--- src/rtl/fetch_unit.sv ---
// Instruction fetch stage: issues in-order word requests to instruction memory, buffers
// returned words with their PCs, and hands one instruction per cycle to decode.
module fetch_unit #(
   parameter logic [31:0] RESET_PC = 32'h8002_0000,
   parameter int unsigned DEPTH    = 4
) (
   input  logic        clock,
   input  logic        reset,
   input  logic        w_stall,
   input  logic        w_redirect,
   input  logic [31:0] w_redirect_pc_32,
   output logic        w_imem_req,
   output logic [31:0] w_imem_addr_32,
   input  logic        w_imem_ready,
   input  logic        w_imem_valid,
   input  logic [31:0] w_imem_data_32,
   output logic        w_valid,
   output logic [31:0] w_instr_32,
   output logic [31:0] w_pc_32
);

   localparam int unsigned PW = $clog2(DEPTH);
   localparam int unsigned CW = $clog2(DEPTH + 1);
   localparam int unsigned SW = CW + 1;

   logic [31:0]   r_fetch_pc;
   logic [31:0]   r_out_pc;
   logic [31:0]   r_queue [DEPTH];
   logic [PW-1:0] r_rd_ptr;
   logic [PW-1:0] r_wr_ptr;
   logic [CW-1:0] r_count;
   logic [CW-1:0] r_in_flight;
   logic [CW-1:0] r_drop_cnt;

   logic          w_pop;
   logic          w_accept;
   logic          w_resp;
   logic          w_push;
   logic          w_drop;
   logic [SW-1:0] w_pending;
   logic [31:0]   w_target_pc;
   logic          w_unused_pc_lsbs;

   assign w_target_pc      = {w_redirect_pc_32[31:2], 2'b00};
   assign w_unused_pc_lsbs = ^w_redirect_pc_32[1:0];

   // NOTE: every signal driven here gets a default first, so no path can leave it
   // unassigned and infer a latch.
   always_comb begin
      w_valid        = (r_count != '0);
      w_pop          = w_valid && !w_stall && !w_redirect;
      w_pending      = SW'(r_in_flight) + SW'(r_count) - SW'(w_pop);
      w_imem_req     = !reset && !w_redirect && (w_pending < SW'(DEPTH));
      w_imem_addr_32 = r_fetch_pc;
      w_accept       = w_imem_req && w_imem_ready;
      // A response with nothing outstanding is a protocol error and is ignored.
      w_resp         = w_imem_valid && (r_in_flight != '0);
      w_drop         = w_resp && (r_drop_cnt != '0);
      w_push         = w_resp && (r_drop_cnt == '0) && !w_redirect;
      w_instr_32     = w_valid ? r_queue[r_rd_ptr] : 32'h0000_0000;
      w_pc_32        = r_out_pc;
   end

   // NOTE: state uses non-blocking assignments so every register in this block
   // sees the pre-edge values of the others, regardless of statement order.
   always_ff @(posedge clock) begin
      if (reset) begin
         r_fetch_pc  <= RESET_PC;
         r_out_pc    <= RESET_PC;
         r_rd_ptr    <= '0;
         r_wr_ptr    <= '0;
         r_count     <= '0;
         r_in_flight <= '0;
         r_drop_cnt  <= '0;
      end else if (w_redirect) begin
         // No request is issued this cycle, so only a response can change in_flight.
         r_fetch_pc  <= w_target_pc;
         r_out_pc    <= w_target_pc;
         r_rd_ptr    <= '0;
         r_wr_ptr    <= '0;
         r_count     <= '0;
         r_in_flight <= r_in_flight - CW'(w_resp);
         r_drop_cnt  <= r_in_flight - CW'(w_resp);
      end else begin
         if (w_accept) begin
            r_fetch_pc <= r_fetch_pc + 32'd4;
         end
         if (w_push) begin
            r_wr_ptr <= r_wr_ptr + PW'(1);
         end
         if (w_pop) begin
            r_rd_ptr <= r_rd_ptr + PW'(1);
            r_out_pc <= r_out_pc + 32'd4;
         end
         r_in_flight <= r_in_flight + CW'(w_accept) - CW'(w_resp);
         r_drop_cnt  <= r_drop_cnt - CW'(w_drop);
         r_count     <= r_count + CW'(w_push) - CW'(w_pop);
      end
   end

   // NOTE: the queue storage has no reset; an entry is only read after it has been
   // written, because w_valid comes from the occupancy count, which is reset.
   always_ff @(posedge clock) begin
      if (w_push) begin
         r_queue[r_wr_ptr] <= w_imem_data_32;
      end
   end

endmodule
--- config.mk ---
export PLATFORM = sky130hd
export DESIGN_NAME = fetch_unit
export DESIGN_NICKNAME = d
export VERILOG_FILES = /design/src/rtl/fetch_unit.sv
export SDC_FILE = /design/constraint.sdc
export NUM_CORES = 1
export LEC_CHECK = 0
export CAP_MARGIN = 20
export CORE_MARGIN = 5
export CORE_UTILIZATION = 40
export CTS_BUF_LIST = sky130_fd_sc_hd__clkbuf_8
export DETAILED_ROUTE_END_ITERATION = 12
export GPL_TIMING_DRIVEN = 1
export PLACE_DENSITY = 0.64
export SYNTH_ARGS = -nofsm -noshare
export SYNTH_HDL_FRONTEND = slang
export SYNTH_SLANG_ARGS = --single-unit
--- constraint.sdc ---
create_clock -name clock -period 12.4 [get_ports clock]
set_input_delay 2.48 -clock clock [delete_from_list [all_inputs] [get_ports clock]]
set_output_delay 2.48 -clock clock [all_outputs]
set_load 0.01 [all_outputs]
==> out/results.ini <==
[global_route]
grt_antenna_before_repair=0
grt_max_degree=70
grt_pass1_vias=6313
grt.overflow.total=0
gr-usage-all-layers_pct=16.55
grt_pass1_wl_um=34580

[cells_and_area]
area_growth_pct=26.99
nets=987
stdcell_area_um2=11760
post-route-util_pct=51.79
insertedDiodeCount=0
layout-drive-gt1-share_pct=11.17
fill_cells=1964

[pwr]
power.share.clock_pct=34.4
ir_drop_mv=0.06605
swShare_pct=25.90
finalPower_uw=1582
p_switching_uw=409.7
p_int_uw=1172
leakagePower_uw=0.003955
comb_power_share_pct=15.9
seqPwrFrac_pct=49.8
power_density_nw_per_um2=134.5

[logic_synthesis]
syn_inst=726
yosysWarnings=0
synth_top_flop_cell=edfxtp_1
synth_edf_count=128
ys_seq_elements=203
syn_area_um2=9261
synth-seq-area-share_pct=57.71
syn_avg_cell_area_um2=12.76
async_reset_ff_share_pct=0
synth_cell_types=53

[placed_design]
dp_hpwl_um=14370
portBuffers=161
gp_congestion=0.7818
dpl_cell_area_um2=11130

[die]
core-area_um2=22710
die_area_um2=26300
die_h_um=162.2
initial_core_util_pct=40.78
rows=55
chipWidth_um=162.2
ios=168

[clocking]
ctsResizeCount=0
htreeDepth=2
hold_buffers=0
clk_pin_slew_ps=60
cts_tree=yes
cts_root_buf=clkbuf_8
cts_buffers=35
cts.sinks=203
cts_buffer_depth=3
insertion_delay_ps=510
cts_setup_buffers=0

[route]
wl_met3_um=1579
highest_layer=met4
drc_errors=0
ant_nets=0
via_count=6312
met1_length_um=9814
wl_per_cell_um=18.14
wl_met2_um=10140
wl_um=21900
dr.pass1.iters=5
initialDrtViolationCount=316
vias_per_cell=5.229

[timing]
slew_headroom_pct=33.95
min_period_ps=8016
finalHoldViolations=0
fin_skew_ps=13.62
finalSetupViolCount=0
slew_viol_final=0
rsz0062_at_grt=no
holdWs_ps=511.8
tns_ps=0
fmax_mhz=124.8
min_period_over_period_pct=64.64
worstMarginPinSlew_ps=989.6

[critical_path]
cp-start-kind=input port
worst-setup-path-type=input port to output pin
path_max_fanout=43
critPathArrivalTime_ps=5540
cp_data_required_time_ps=9920
cp-end-kind=output pin

[hold_path]
hold_class=flip-flop to flip-flop

[flow_run]
maxCapViolCount=0

[run_status]
outcome=finished, final reports clean

==> final cells by class <==
class                           instances  area, µm²  area share (%)
Timing Repair Buffer                  174       1709           14.53
Multi-Input combinational cell        427       3515           29.88
Sequential cell                       203       5346           45.46
Inverter                               55      206.4           1.755
Clock buffer                           35      481.7           4.096
Tap cell                              285      356.6           3.032
Clock inverter                         28      146.4           1.245
==> per-stage QoR <==
| step | std cells | setup slack, ps |
|---|---|---|
| 6_report | 1207 | 4384 |
| 5_1_grt | 1207 | 4180 |
| 4_1_cts | 1207 | 4357 |
| 3_5_place_dp | 1144 | 4360 |
| 3_3_place_gp | 1144 | 4371 |
| 2_1_floorplan | 729 | 5681 |
==> layer usage <==
metal / up-vias / GRT usage, %
li1: 3012 / -
met1: 3043 / 22.40
met5: - / 0
met3: 25 / 4.517
met4: 0 / 4.421
met2: 232 / 26.46
==> cells in the final DEF, fill, tap and decap left out, types with 11 or more instances in the layout <==
cell,synthesis,layout
a21boi_0,24,24
dfxtp_1,75,74
clkdlybuf4s50_1,0,161
inv_1,55,68
xnor2_1,37,37
ha_1,19,19
edfxtp_1,128,128
a21boi_1,16,16
and2_1,38,38
nor2_1,24,24
nor3_1,11,11
mux4_2,32,32
a211oi_1,20,20
clkbuf_8,0,35
buf_4,4,13
nand4_1,19,19
nand2_1,27,27
nand3_1,18,18
a21oi_1,31,31
xor2_1,18,18
==> state kept, by name (all words and copies together), names as in the netlist, named ones only <==
register,count
w_pc_32,30
w_imem_addr_32,30
r_wr_ptr,2
r_rd_ptr,2
r_count,3
r_drop_cnt,3
r_queue,128
r_in_flight,3
==> cell families after synthesis <==
group / synth area share [%]
other: 0.04049
buffers and inverters: 4.526
and+or+nand+nor: 10.79
adders and majority gates: 2.999
AOI/OAI and AO/OA: 10.40
DFF: 57.71
xor gates and xnor gates: 5.201
muxes: 8.322
==> cell usage after synthesis, types with 9 or more instances <==
master    instances  area [µm²]
edfxtp_1        128        3844
dfxtp_1          75        1501
inv_1            55       206.5
and2_1           38       237.7
xnor2_1          37       324.1
mux4_2           32       720.7
a21oi_1          31       155.2
clkbuf_1         29       108.9
nand2_1          27       101.4
a21boi_0         24       180.2
nor2_1           24       90.09
a211oi_1         20       150.1
ha_1             19       237.7
nand4_1          19       118.9
nand3_1          18       90.09
xor2_1           18       157.7
a21boi_1         16       120.1
nor3_1           11       55.05
o21ai_0           9       45.04
==> worst max-delay path, stage by stage <==
cell,delay (ps)
clkdlybuf4s50_1,390
buf_4,290
nor3_1,530
ha_1,240
inv_1,40
ha_1,250
and3b_1,190
or4_1,400
a21oi_1,150
clkdlybuf4s50_1,560
==> final timing paths <==
kind | startpoint | end | slack (ps) | depth (start not counted)
worst max-delay path | w_redirect | w_imem_req | 4380 | 10
worst max register to register | r_count[0] | r_in_flight[2] | 7850 | 18
worst min register to register | w_imem_addr_32[31] | w_imem_addr_32[31] | 510 | 2
worst min-delay path | w_imem_addr_32[31] | w_imem_addr_32[31] | 510 | 2
==> power by group through the flow <==
stage	registers, µW	clock network, µW	logic (µW)
after floorplan	799	0	142
after global placement	800	0	249
after detailed placement	801	0	253
after CTS	787	565	255
after global routing	792	596	281
final	787	544	251
No activity file was read; power rests on OpenSTA's default activity.
